$ cat src/rtl/lynx_via_pkg.sv
// ---------------------------------------------------------------------------
// lynx_via_pkg
//
// Shared definitions for the Lynx dependency-point vias (via_n_m and its
// via_in_slot input sub-module).
//
// A flit carries a small header at its MSB end, followed by a sequence
// number that fills the remaining low bits:
//   [WIDTH-1      -: A] source router node
//   [WIDTH-1-A    -: A] destination router node
//   [WIDTH-1-2A   -: 8] channel id
//   [WIDTH-2A-9 :  0]   sequence number (wraps modulo 2^(WIDTH-2A-8))
//
// The helper functions below return these field positions from WIDTH and
// the router address width A. They are constant functions, so they can be
// used to size localparams.
// ---------------------------------------------------------------------------
package lynx_via_pkg;

    // 8-bit source/sink channel identifier
    typedef logic [7:0] via_id_t;

    // Header view of a flit for routers up to 16 address bits. Real
    // instances slice their own A-bit fields; this struct documents the
    // field order for tools and scripts that decode traces.
    typedef struct packed {
        logic [15:0] src;
        logic [15:0] dst;
        via_id_t     id;
    } flit_hdr_t;

    // MSB of the source-node field
    function automatic int src_msb(input int width, input int a);
        return width - 1;
    endfunction

    // MSB of the destination-node field
    function automatic int dst_msb(input int width, input int a);
        return width - 1 - a;
    endfunction

    // MSB of the 8-bit id field
    function automatic int id_msb(input int width, input int a);
        return width - 1 - 2 * a;
    endfunction

    // MSB of the sequence field (its LSB is always bit 0)
    function automatic int seq_msb(input int width, input int a);
        return width - 2 * a - 9;
    endfunction

    // Number of bits in the sequence field
    function automatic int seq_width(input int width, input int a);
        return width - 2 * a - 8;
    endfunction

endpackage

$ cat src/rtl/via_in_slot.sv
// ---------------------------------------------------------------------------
// via_in_slot
//
// One input channel of the via: token buffer, ready generation, saturating
// receive counter and (optionally) a sequence-number checker.
//
// Optional feature: define VIA_SEQ_CHECK_EN to build the sequence checker.
// Without it, seq_err is tied low and no checker logic is built.
//
// Ports:
//   clk        in   clock
//   rst        in   asynchronous active-low reset
//   flit_in    in   WIDTH-bit flit presented on this input
//   valid_in   in   flit valid
//   ready_out  out  slot can take a flit (token count below DEPTH)
//   fire       in   via fires this cycle, one token is consumed
//   has_token  out  at least one token is buffered
//   rx_done    out  receive counter has reached DONE_COUNT
//   seq_err    out  sticky sequence error
// ---------------------------------------------------------------------------
module via_in_slot
    import lynx_via_pkg::*;
#(
    parameter int WIDTH       = 32,
    parameter int A           = 4,
    parameter int DEPTH       = 4,
    parameter int INIT_TOKENS = 1,
    parameter int DONE_COUNT  = 1000
) (
    input  logic             clk,
    input  logic             rst,
    input  logic [WIDTH-1:0] flit_in,
    input  logic             valid_in,
    output logic             ready_out,
    input  logic             fire,
    output logic             has_token,
    output logic             rx_done,
    output logic             seq_err
);

    localparam int TW = $clog2(DEPTH + 1);
    localparam int RW = $clog2(DONE_COUNT + 1) + 1;
    localparam int SW = seq_width(WIDTH, A);

    logic [TW-1:0] tok;
    logic [RW-1:0] rx;
    logic          accept;

    // Ready comes straight from the token count so a full slot refuses the
    // flit in the same cycle and nothing is ever dropped.
    assign ready_out = (tok < TW'(DEPTH));
    assign accept    = valid_in & ready_out;
    assign has_token = (tok != '0);
    assign rx_done   = (rx >= RW'(DONE_COUNT));

    // Token counter: an accept and a fire in the same cycle cancel out.
    // fire is only raised while has_token is set, so this never underflows.
    always_ff @(posedge clk or negedge rst) begin
        if (!rst) begin
            tok <= TW'(INIT_TOKENS);
        end else if (accept && !fire) begin
            tok <= tok + 1'b1;
        end else if (!accept && fire) begin
            tok <= tok - 1'b1;
        end
    end

    // Receive counter saturates so done stays asserted once reached.
    always_ff @(posedge clk or negedge rst) begin
        if (!rst) begin
            rx <= '0;
        end else if (accept && (rx < RW'(DONE_COUNT))) begin
            rx <= rx + 1'b1;
        end
    end

`ifdef VIA_SEQ_CHECK_EN
    logic [SW-1:0] exp_seq;
    logic [SW-1:0] rx_seq;
    logic          unused_hdr;

    assign rx_seq     = flit_in[seq_msb(WIDTH, A):0];
    assign unused_hdr = ^flit_in[WIDTH-1:SW];

    // Sequence checker: a mismatch latches the error, and the expected
    // value resyncs to the received seq + 1 so a single gap is reported
    // once rather than on every following flit.
    always_ff @(posedge clk or negedge rst) begin
        if (!rst) begin
            exp_seq <= '0;
            seq_err <= 1'b0;
        end else if (accept) begin
            exp_seq <= rx_seq + 1'b1;
            if (rx_seq != exp_seq) begin
                seq_err <= 1'b1;
            end
        end
    end
`else
    logic unused_flit;

    assign unused_flit = ^flit_in;
    assign seq_err     = 1'b0;
`endif

endmodule

$ cat src/rtl/via_n_m.sv
// ---------------------------------------------------------------------------
// via_n_m
//
// Generalised Lynx dependency point for NoC traffic simulation. NUM_IN sink
// ports each buffer up to DEPTH tokens. When every input holds a token and
// every output is free (or being drained this cycle), the via fires: one
// token is consumed from each input and one flit is launched on each output.
// Output flits carry src=NODE, a destination taken round-robin from that
// output's destination list, the output id and a per-output sequence
// number.
//
// Optional feature: define VIA_SEQ_CHECK_EN to enable per-input sequence
// checking (seq_err). Without it seq_err is constant zero.
//
// Ports:
//   clk          in   clock
//   rst          in   asynchronous active-low reset
//   done         out  sticky: DONE_COUNT fires and DONE_COUNT flits on
//                     every input
//   i_data_in    in   NUM_IN*WIDTH packed input flits
//   i_valid_in   in   per-input valid
//   i_ready_out  out  per-input ready
//   o_data_out   out  NUM_OUT*WIDTH packed output flits
//   o_dest_out   out  NUM_OUT*A per-output destination router
//   o_valid_out  out  per-output valid
//   o_ready_in   in   per-output ready
//   seq_err      out  per-input sticky sequence error
// ---------------------------------------------------------------------------
module via_n_m
    import lynx_via_pkg::*;
#(
    parameter int NUM_IN       = 2,
    parameter int NUM_OUT      = 2,
    parameter int WIDTH        = 32,
    parameter int N            = 16,
    parameter int N_ADDR_WIDTH = $clog2(N),
    parameter int NODE         = 15,
    parameter int DEPTH        = 4,
    parameter int INIT_TOKENS  = 1,
    parameter int MAX_DEST     = 4,
    parameter logic [NUM_OUT*8-1:0] O_ID       = {NUM_OUT{8'd0}},
    parameter logic [NUM_IN*8-1:0]  I_ID       = {NUM_IN{8'd0}},
    parameter logic [NUM_OUT*8-1:0] O_NUM_DEST = {NUM_OUT{8'd1}},
    parameter logic [NUM_OUT*MAX_DEST*N_ADDR_WIDTH-1:0] O_DEST = '0,
    parameter int DONE_COUNT   = 1000
) (
    input  logic                            clk,
    input  logic                            rst,
    output logic                            done,
    input  logic [NUM_IN*WIDTH-1:0]         i_data_in,
    input  logic [NUM_IN-1:0]               i_valid_in,
    output logic [NUM_IN-1:0]               i_ready_out,
    output logic [NUM_OUT*WIDTH-1:0]        o_data_out,
    output logic [NUM_OUT*N_ADDR_WIDTH-1:0] o_dest_out,
    output logic [NUM_OUT-1:0]              o_valid_out,
    input  logic [NUM_OUT-1:0]              o_ready_in,
    output logic [NUM_IN-1:0]               seq_err
);

    localparam int A  = N_ADDR_WIDTH;
    localparam int SW = seq_width(WIDTH, A);
    localparam int DW = (MAX_DEST > 1) ? $clog2(MAX_DEST) : 1;
    localparam int FW = $clog2(DONE_COUNT + 1) + 1;
    localparam logic [A-1:0] NODE_ADDR = A'(NODE);

    logic [NUM_IN-1:0]  has_token;
    logic [NUM_IN-1:0]  rx_done;
    logic [NUM_OUT-1:0] out_free;
    logic [NUM_OUT-1:0] out_hs;
    logic               fire;
    logic [FW-1:0]      fires;

    // An output can take a new flit if it is empty or its current flit is
    // leaving this cycle, which lets fires run back to back at full rate.
    assign out_hs   = o_valid_out & o_ready_in;
    assign out_free = ~o_valid_out | o_ready_in;
    assign fire     = (&has_token) && (&out_free);

    // One token/ready/checker slot per input
    for (genvar i = 0; i < NUM_IN; i++) begin : g_in
        via_in_slot #(
            .WIDTH       (WIDTH),
            .A           (A),
            .DEPTH       (DEPTH),
            .INIT_TOKENS (INIT_TOKENS),
            .DONE_COUNT  (DONE_COUNT)
        ) u_slot (
            .clk       (clk),
            .rst       (rst),
            .flit_in   (i_data_in[i*WIDTH +: WIDTH]),
            .valid_in  (i_valid_in[i]),
            .ready_out (i_ready_out[i]),
            .fire      (fire),
            .has_token (has_token[i]),
            .rx_done   (rx_done[i]),
            .seq_err   (seq_err[i])
        );
    end

    // Per-output flit register, sequence counter and destination rotation
    for (genvar j = 0; j < NUM_OUT; j++) begin : g_out
        localparam logic [7:0] ID_J    = O_ID[j*8 +: 8];
        localparam logic [7:0] NDEST_J = O_NUM_DEST[j*8 +: 8];

        logic [SW-1:0]    sent;
        logic [DW-1:0]    didx;
        logic [A-1:0]     dest_sel;
        logic             last_dest;
        logic [WIDTH-1:0] data_q;
        logic [A-1:0]     dest_q;
        logic             valid_q;

        assign dest_sel  = O_DEST[(j*MAX_DEST + int'(didx))*A +: A];
        assign last_dest = ((int'(didx) + 1) >= int'(NDEST_J));

        // A fire always reloads the register (the output is known free);
        // otherwise a completed handshake empties it. Data and dest only
        // change on fire, so they stay stable while the sink stalls.
        always_ff @(posedge clk or negedge rst) begin
            if (!rst) begin
                valid_q <= 1'b0;
                data_q  <= '0;
                dest_q  <= '0;
                sent    <= '0;
                didx    <= '0;
            end else if (fire) begin
                valid_q <= 1'b1;
                dest_q  <= dest_sel;
                data_q  <= {NODE_ADDR, dest_sel, ID_J, sent};
                sent    <= sent + 1'b1;
                didx    <= last_dest ? '0 : didx + 1'b1;
            end else if (out_hs[j]) begin
                valid_q <= 1'b0;
            end
        end

        assign o_valid_out[j]          = valid_q;
        assign o_data_out[j*WIDTH +: WIDTH] = data_q;
        assign o_dest_out[j*A +: A]    = dest_q;
    end

    // Fire counter saturates; together with the saturating rx counters this
    // makes done sticky until reset without a separate flag register.
    always_ff @(posedge clk or negedge rst) begin
        if (!rst) begin
            fires <= '0;
        end else if (fire && (fires < FW'(DONE_COUNT))) begin
            fires <= fires + 1'b1;
        end
    end

    assign done = (fires >= FW'(DONE_COUNT)) && (&rx_done);

endmodule

$ cat config.mk
export PLATFORM = sky130hd
export DESIGN_NAME = via_n_m
export DESIGN_NICKNAME = d
export VERILOG_FILES = /design/src/rtl/lynx_via_pkg.sv /design/src/rtl/via_in_slot.sv /design/src/rtl/via_n_m.sv
export SDC_FILE = /design/constraint.sdc
export NUM_CORES = 1
export LEC_CHECK = 0
export CORE_ASPECT_RATIO = 1.1
export CORE_MARGIN = 2
export CORE_UTILIZATION = 47
export DETAILED_ROUTE_END_ITERATION = 8
export PLACE_DENSITY = 0.9
export SYNTH_ARGS = -nofsm -noshare
export SYNTH_HDL_FRONTEND = slang
export SYNTH_SLANG_ARGS = --single-unit
$ cat constraint.sdc
create_clock -name clk -period 3.44 [get_ports clk]
set_input_delay 0.688 -clock clk [delete_from_list [all_inputs] [get_ports clk]]
set_output_delay 0.688 -clock clk [all_outputs]
set_load 0.03 [all_outputs]
* Word level (Yosys, flattened, before mapping)
Cells that the tools add are included.
** Storage, ports and cells
- Flip-flop bits (word level) :: 127
- Input port bits :: 70
- Output and inout bits :: 79
** Operators by class
- Add/subtract/negate cells :: 14
- Order comparisons :: 10
- Shifts and indexed selects :: 2
- Mux-type cells :: 10
- Bitwise operators :: 5
- Reduce and logical (&&, ||, !) cells :: 21
** Operators with widths (number)
- 11-bit by 1-bit adder with 11-bit output, second input constant :: 3
- 11-bit by 10-bit >= comparator with 1-bit output, second input constant :: 3
- 11-bit by 10-bit less-than comparator with 1-bit output, second input constant :: 3
- 16-bit by 1-bit adder with 16-bit output, second input constant :: 2
- 32-bit by 5-bit indexed part select with 4-bit output, first input constant :: 1
- 32-bit by 7-bit indexed part select with 4-bit output, first input constant :: 1
- 3-bit two-way mux :: 4
- 1-bit logical AND :: 9
- 2-bit nonzero test :: 4
- 2-bit by 1-bit adder with 3-bit output, second input constant :: 2
- 3-bit by 1-bit adder with 3-bit output, second input constant :: 2
- 3-bit by 1-bit >= comparator with 1-bit output, second input constant :: 2
- 3-bit less-than comparator, second input constant :: 2
- 2-bit AND reduction :: 3
- 3-bit nonzero test :: 2
- 3-bit by 1-bit subtractor with 3-bit output, second input constant :: 2
- 2-bit by 1-bit adder with 2-bit output, second input constant :: 2
- 3-bit by 2-bit adder with 4-bit output, first input constant :: 1
- 1-bit two-way mux :: 4
- 2-bit two-way mux :: 2
- 1-bit logical NOT :: 3
- 1-bit bitwise AND :: 2
- 2-bit bitwise AND :: 1
- 2-bit NOT :: 1
- 2-bit bitwise OR :: 1

* Logic depth before layout (Yosys ltp)
Gate-level depths: netlist of run 1.
- Depth after elaboration :: 7
- Gate-level depth with buffers :: 12

* Cells and area by module
Synthesis of run 1 repeated with hierarchy kept, for this count alone.
** Unflattened totals
- Cells, all modules :: 492
- Area total of the unflattened synthesis :: 5114.9 um^2
** By module, submodules not included
- via_n_m :: times used 1, cells an instance 358, area an instance 3606.0 um^2
- via_in_slot at g_in[0].u_slot :: times used 1, cells an instance 67, area an instance 758.2 um^2
- via_in_slot at g_in[1].u_slot :: times used 1, cells an instance 67, area an instance 750.7 um^2

* Worst setup path before layout of run 1
No wires, ideal clock.
- Kind :: input -> register
- Start :: in o_ready_in[0]
- End :: reg g_in[0].u_slot.tok[2]
- Arrival :: 2461 ps
- Setup slack :: 899 ps
- Cell stages on the path :: 12
- Path buffers :: 3
- Path through :: nand2b_1 > and4_1 > buf_4 > inv_2 > buf_4 > buf_4 > ha_1 > inv_1 > fa_1 > xor2_1 > nor2_1 > xnor2_1
** On the way
- Word-level cells in the longest chain between the ends :: 6
- Elaborated cells on any way between the ends :: 8
- Classes of those cells :: 1 x mux; 1 x bitwise; 6 x reduce/logical
** Ends and longest elaborated chain
- start, declared :: RTL line via_n_m.sv:56 : input logic [NUM_OUT-1:0] o_ready_in,
- 2-bit bitwise OR (*) :: RTL line via_n_m.sv:76 : assign out_free = ~o_valid_out | o_ready_in;
- 2-bit AND reduction (*) :: RTL line via_n_m.sv:77 : assign fire = (&has_token) && (&out_free);
- 1-bit logical AND (*) :: RTL line via_n_m.sv:77
- 1-bit logical NOT :: RTL line via_in_slot.sv:61 : end else if (accept && !fire) begin
- 1-bit logical AND :: RTL line via_in_slot.sv:61
- 3-bit two-way mux / 2-bit nonzero test (equally long branches)
- end signal, assigned :: RTL line via_in_slot.sv:60 : tok <= TW'(INIT_TOKENS);
- end signal, assigned :: RTL line via_in_slot.sv:62 : tok <= tok + 1'b1;
- end signal, assigned :: RTL line via_in_slot.sv:64 : tok <= tok - 1'b1;
- end, declared :: RTL line via_in_slot.sv:45 : logic [TW-1:0] tok;
Mark *: on every way between the ends. The rest lies on a longest branch, timed or not.
A chain may end at the register's enable or synchronous reset.

* Worst setup path after layout of run 1
- Start :: reg fires[6]
- End :: out done
** On the way
- Word-level cells in the longest chain between the ends :: 2
** Ends and longest elaborated chain
- start, declared :: RTL line via_n_m.sv:71 : logic [FW-1:0] fires;
- start signal, assigned :: RTL line via_n_m.sv:148 : fires <= fires + 1'b1;
- 11-bit by 10-bit >= comparator with 1-bit output :: RTL line via_n_m.sv:152 : assign done = (fires >= FW'(DONE_COUNT)) && (&rx_done);
- 1-bit logical AND :: RTL line via_n_m.sv:152
- end, declared :: RTL line via_n_m.sv:49 : output logic done,
No other way between the ends.

==> results.sh, run 1 <==
export IMPL_grt_max_degree=66
export IMPL_die_h_microns=112
export IMPL_vias=3285
export IMPL_io_pins=149
export IMPL_dieArea_sq_um=11400
export IMPL_hold_buffers=0
export IMPL_crit_path_cell_trace="nand4_1, o21bai_2, o21ai_0, nor2_1, clkdlybuf4s50_1"
export IMPL_final_cells=670
export IMPL_yosysTopAreaCellShare_pct=52.2
export IMPL_wl_microns=8750
export IMPL_fin_skew_ps=4.17
export IMPL_clk_latency_ps=340
export IMPL_synth_area_sq_um=4980
export IMPL_gp_congestion=0.842
export IMPL_synthArstFlopShare_pct=100
export IMPL_htreeDepth=3
export IMPL_avgViaCountPerCell=4.90
export IMPL_cts_made_buffers=9
export IMPL_slew_headroom_pct=61.0
export IMPL_grt_overflow_total=0
export IMPL_postCtsSetupBuffers=0
export IMPL_synth_fa_ha_area_share_pct=3.31
export IMPL_powerDensity_nw_per_um2=788
export IMPL_rsz0062_at_grt="false"
export IMPL_setup_violations=0
export IMPL_dpl_hpwl_microns=6000
export IMPL_worst_pin_slew_ps=586
export IMPL_intPower_mw=2.87
export IMPL_clk_pin_slew_ps=70
export IMPL_yosysUniqueCellTypes=38
export IMPL_final_setup_tns_ps=0
export IMPL_num_rows=39
export IMPL_regArea_sq_um=2660
export IMPL_io_buffers=50
export IMPL_start_util_pct=48.2
export IMPL_clock_sinks=106
export IMPL_clockPowerShare_pct=25.7
export IMPL_nFillCells=880
export IMPL_grt_usage_pct=16.3
export IMPL_critPathKind="flip-flop to primary output"
export IMPL_finalCritPeriodShare_pct=88.4
export IMPL_power_leakage_nw=2.73
export IMPL_core_sq_um=10300
export IMPL_drtPass1Iterations=4
export IMPL_synthSimpleGateAreaFrac_pct=20.0
export IMPL_p_switching_mw=1.65
export IMPL_cp_end_kind="primary output"
export IMPL_drc_errors=0
export IMPL_antenna_found_initial=0
export IMPL_hold_viol_final=0
export IMPL_ctsResizeCount=0
export IMPL_layout_drive_gt1_share_pct=6.26
export IMPL_antenna_left=0
export IMPL_grt_pass1_vias=3249
export IMPL_syn_instance_count=488
export IMPL_synth_mux_area_share_pct=0.904
export IMPL_wire_per_inst_microns=13.1
export IMPL_pwr_share_comb_pct=33.3
export IMPL_postSynthAreaPerCell_sq_um=10.2
export IMPL_required_ps=2750
export IMPL_slowest_delay_ps=690
export IMPL_synth_top_family_by_area="simple AND/OR/NAND/NOR gates"
export IMPL_clock_path_buffers=2
export IMPL_dr_first_iter_drc_count=183
export IMPL_synthTopCellsByCount="nand2_1 (123), dfrtp_1 (104), buf_4 (51), xnor2_1 (39), nand4_1 (24)"
export IMPL_synth_compound_area_share_pct=2.11
export IMPL_multi_input_area_sq_um=1970
export IMPL_antenna_cells=0
export IMPL_max_vdd_ir_drop_v=0.000767
export IMPL_grt_pass1_wl_microns=15100
export IMPL_synth_seq_cells=106
export IMPL_clockRootBuffer="clkbuf_16"
export IMPL_yosys_warnings=0
export IMPL_fin_crit_ps=3040
export IMPL_min_path_type="primary input to asynchronous set/reset pin"
export IMPL_cp_arrival_ps=2350
export IMPL_synthToLayoutAreaGrowth_pct=15.0
export IMPL_timing_fmax_mhz=329
export IMPL_nNetsFinal=605
export IMPL_synth_top_flop_cell="dfrtp_1"
export IMPL_synth_edff_count=0
export IMPL_worstPathMaxFanout=9
export IMPL_status="complete, no violations"
export IMPL_yosysMostFrequentCell="nand2_1"
export IMPL_ys_seq_area_share_pct=53.3
export IMPL_die_width_microns=102
export IMPL_startpoint_type="flip-flop"
export IMPL_synth_top_cell_by_area="dfrtp_1"
export IMPL_p_seq_share_pct=41.0
export IMPL_cp_slowest_cell="clkdlybuf4s50_1"
export IMPL_synth_area_leaders="dfrtp_1 (52%), nand2_1 (9.3%), buf_4 (7.7%), xnor2_1 (6.9%), xor2_1 (3.7%)"
export IMPL_placed_cells=655
export IMPL_drv_cap=0
export IMPL_synth_xor_area_share_pct=10.5
export IMPL_drv_slew=0
export IMPL_p_sw_share_pct=36.6
export IMPL_cts_tree="built"
cell usage in the layout, fill, tap and decap left out, types with 7 or more instances in the layout:
master	count
nand2_1	123
dfrtp_1	104
clkdlybuf4s50_1	49
xnor2_1	39
conb_1	34
nand4_1	24
xor2_1	21
nand3_1	14
inv_1	13
nor3_1	12
ha_1	10
nor2_1	9
clkbuf_16	9
nor4_1	7
power by group through the flow:
stage          combinational [mW]  clock, mW  sequential [mW]
2_1_floorplan                1.10          0             1.94
3_3_place_gp                 1.43          0             1.84
3_5_place_dp                 1.51          0             1.87
4_1_cts                      1.53       1.18             1.85
5_1_grt                      1.69       1.23             1.90
6_report                     1.50       1.16             1.85
final cells by class:
class	count	share of cell area, %
Clock buffer	10	4.17
Clock inverter	5	1.79
Inverter	14	0.917
Multi-Input combinational cell	339	34.4
Sequential cell	106	46.3
Tap cell	143	3.12
Timing Repair Buffer	53	9.30
worst paths after layout:
path	startpoint	to	slack, ps	cells past startpoint
setup / recovery	fires[6]$_DFFE_PN0P_	done	400	5
hold / removal	rst	g_out[1].data_q[5]$_DFFE_PN0P_	320	1
setup reg to reg	g_in[1].u_slot.tok[2]$_DFFE_PN0P_	g_in[0].u_slot.tok[2]$_DFFE_PN0P_	1210	9
hold reg to reg	fires[10]$_DFFE_PN0P_	fires[10]$_DFFE_PN0P_	370	0
max in group asynchronous	rst	g_in[0].u_slot.tok[0]$_DFFE_PN1P_	2330	2
min in group clk	fires[10]$_DFFE_PN0P_	fires[10]$_DFFE_PN0P_	370	0
critical path: cells and delay by family (launching register included):
family | cells | cell delay [ps]
buffers and inverters | 1 | 690
flip-flops | 1 | 420
AND/OR/NAND/NOR | 2 | 320
AO/OA/AOI/OAI | 2 | 570
flip-flops by register name, indices dropped and copies added (netlist names):
name             cells
g_out.data_q        33
g_out.sent          32
g_in.u_slot.rx      22
fires               11
g_in.u_slot.tok      6
g_out.valid_q        2
layer usage:
metal | wire (microns) | vias up | part of all wire (%) | GRT usage, %
met5 | 0 | - | 0 | 0
met4 | 79 | 0 | 0.90 | 3.91
met3 | 446 | 11 | 5.1 | 4.46
met2 | 4510 | 83 | 52 | 27.1
met1 | 3710 | 1603 | 42 | 21.1
li1 | - | 1588 | - | -
cells by family after synthesis:
family	after synthesis
xor gates and xnor gates	60
DFF	106
other	1
buffers and inverters	76
adders and majority gates	12
muxes	4
and+or+nand+nor	214
AOI/OAI and AO/OA	15
stage by stage:
step                area [sq um]  util [%]  setup WS [ps]  total power [mW]  hold WS (ps)
floorplan                   5110         -            899              3.03           392
global placement            5390      52.1            599              3.28           365
detailed placement          5390      52.1            561              3.39           363
CTS                         5730      55.4            116              4.56           338
global route                5730      55.4            225              4.82           366
finish                      5730      55.4            400              4.52           322
No activity file was read; power rests on OpenSTA's default activity.
==> run 2, diff against run 1 <==
Settings changed: CELL_PAD_IN_SITES_DETAIL_PLACEMENT set to 1, CELL_PAD_IN_SITES_GLOBAL_PLACEMENT set to 1, CORE_UTILIZATION 47 to 36, PLACE_DENSITY 0.9 to 0.91, SLEW_MARGIN set to 40.
==> run 2 against run 1 <==
Largest cell class unchanged. Via count grew 3.8%. Cell area grew 0.52%. Worst hold slack gained 75 ps. Highest routed layer unchanged. Critical path depth grew 1.
==> results.sh, run 2 (synthesized netlist as in run 1, its figures left out) <==
export IMPL_status="complete, no violations"
export IMPL_final_setup_tns_ps=0
export IMPL_io_buffers=50
export IMPL_hold_viol_final=0
export IMPL_multi_input_area_sq_um=1970
export IMPL_rsz0062_at_grt="false"
export IMPL_wl_microns=10400
export IMPL_slew_headroom_pct=53.8
export IMPL_layout_drive_gt1_share_pct=6.79
export IMPL_min_path_type="primary input to asynchronous set/reset pin"
export IMPL_power_leakage_nw=2.72
export IMPL_htreeDepth=3
export IMPL_fin_crit_ps=2950
export IMPL_clockRootBuffer="clkbuf_16"
export IMPL_required_ps=2750
export IMPL_fin_skew_ps=10.4
export IMPL_drv_slew=0
export IMPL_wire_per_inst_microns=14.5
export IMPL_gp_congestion=0.838
export IMPL_cts_made_buffers=9
export IMPL_antenna_left=0
export IMPL_startpoint_type="flip-flop"
export IMPL_whs_ps=397
export IMPL_clock_path_buffers=2
export IMPL_worstPathMaxFanout=9
export IMPL_setup_violations=0
export IMPL_nNetsFinal=608
export IMPL_start_util_pct=36.4
export IMPL_drv_cap=0
export IMPL_drc_errors=0
export IMPL_intPower_mw=2.74
export IMPL_critPathKind="flip-flop to primary output"
export IMPL_core_sq_um=13700
export IMPL_num_rows=45
export IMPL_grt_pass1_vias=3670
export IMPL_largest_reg_flops=33
export IMPL_nFillCells=1551
export IMPL_die_width_microns=116
export IMPL_final_cell_mix="nand2_1 (123), dfrtp_1 (104), clkdlybuf4s50_1 (49)"
export IMPL_clockPowerShare_pct=23.6
export IMPL_avgViaCountPerCell=4.75
export IMPL_max_vdd_ir_drop_v=0.000545
export IMPL_ctsResizeCount=0
export IMPL_cts_tree="built"
export IMPL_grt_max_degree=91
export IMPL_timing_fmax_mhz=339
export IMPL_io_pins=149
export IMPL_grt_pass1_wl_microns=18000
export IMPL_antenna_cells=0
export IMPL_p_sw_share_pct=38.6
export IMPL_worst_pin_slew_ps=692
export IMPL_vias=3409
export IMPL_reg_top3="g_out.data_q (33), g_out.sent (32), g_in.u_slot.rx (22)"
export IMPL_p_switching_mw=1.72
export IMPL_die_h_microns=127
export IMPL_clock_sinks=106
export IMPL_grt_overflow_total=0
export IMPL_antenna_found_initial=0
export IMPL_regMostFlops="g_out.data_q"
export IMPL_final_common_cell="nand2_1"
export IMPL_synthToLayoutAreaGrowth_pct=15.6
export IMPL_dieArea_sq_um=14800
export IMPL_hold_buffers=0
export IMPL_finalCritPeriodShare_pct=85.8
export IMPL_p_seq_share_pct=41.8
export IMPL_dpl_hpwl_microns=7180
export IMPL_dr_first_iter_drc_count=150
export IMPL_cp_end_kind="primary output"
export IMPL_clk_pin_slew_ps=70
export IMPL_cp_arrival_ps=2260
export IMPL_regArea_sq_um=2660
export IMPL_pwr_share_comb_pct=34.6
export IMPL_powerDensity_nw_per_um2=774
export IMPL_clk_latency_ps=350
export IMPL_postCtsSetupBuffers=0
export IMPL_grt_usage_pct=15.2
export IMPL_drtPass1Iterations=4
-- run 2: cell types whose count changed in the layout (fill, tap and decap cells not counted), sizes merged --
cell    delta
buf        +2
bufinv     -2
clkbuf     +1
inv        +2
-- run 2: final timing paths --
path	startpoint	endpoint	slack, ps	cells after the start
min reg2reg	g_in[0].u_slot.rx[10]$_DFFE_PN0P_	g_in[0].u_slot.rx[10]$_DFFE_PN0P_	400	0
max reg2reg	g_in[1].u_slot.tok[2]$_DFFE_PN0P_	g_in[0].u_slot.tok[2]$_DFFE_PN0P_	1000	9
max in group asynchronous	rst	g_out[1].data_q[14]$_DFFE_PN0P_	2410	2
min	rst	g_out[0].sent[10]$_DFFE_PN0P_	400	1
min in group clk	g_in[0].u_slot.rx[10]$_DFFE_PN0P_	g_in[0].u_slot.rx[10]$_DFFE_PN0P_	400	0
max	fires[5]$_DFFE_PN0P_	done	490	6
-- run 2: area by class of cell --
| type | instances | area share (%) |
|---|---|---|
| timing repair buffer | 56 | 9.53 |
| clock buffer | 10 | 4.15 |
| tap | 188 | 4.08 |
| inverter | 14 | 0.912 |
| clock inverter | 5 | 1.09 |
| multi-input combinational | 339 | 34.2 |
| sequential | 106 | 46.1 |
-- run 2: routing by layer --
| layer | vias up | GRT usage (%) | share of wire [%] |
|---|---|---|---|
| li1 | 1588 | - | - |
| met1 | 1713 | 18.8 | 42 |
| met2 | 91 | 26.0 | 52 |
| met3 | 17 | 3.75 | 4.4 |
| met4 | 0 | 5.25 | 1.4 |
| met5 | - | 0 | 0 |
-- run 2: power by group through the flow --
stage / Sequential [mW] / Combinational [mW] / Clock [mW]
2_1_floorplan: 1.94 / 1.10 / 0
3_3_place_gp: 1.84 / 1.46 / 0
3_5_place_dp: 1.88 / 1.56 / 0
4_1_cts: 1.87 / 1.58 / 1.07
5_1_grt: 1.92 / 1.72 / 1.13
6_report: 1.86 / 1.54 / 1.05
-- run 2: critical path, cell delays in order (launching register included) --
cell,delay [ps]
dfrtp_1,440
nand4_1,150
o21bai_1,180
buf_4,200
o21ai_0,110
nor2_1,150
clkdlybuf4s50_1,700
-- run 2: metrics by stage --
| stage | instance area, sq um | utilization, % | total power [mW] | cells | setup slack (ps) |
|---|---|---|---|---|---|
| finish | 5760 | 42.1 | 4.46 | 718 | 488 |
| global route | 5760 | 42.1 | 4.77 | 718 | 327 |
| CTS | 5760 | 42.1 | 4.52 | 718 | 472 |
| detailed placement | 5460 | 39.9 | 3.44 | 703 | 632 |
| global placement | 5450 | 39.9 | 3.30 | 703 | 767 |
| floorplan | 5110 | - | 3.03 | 521 | 899 |
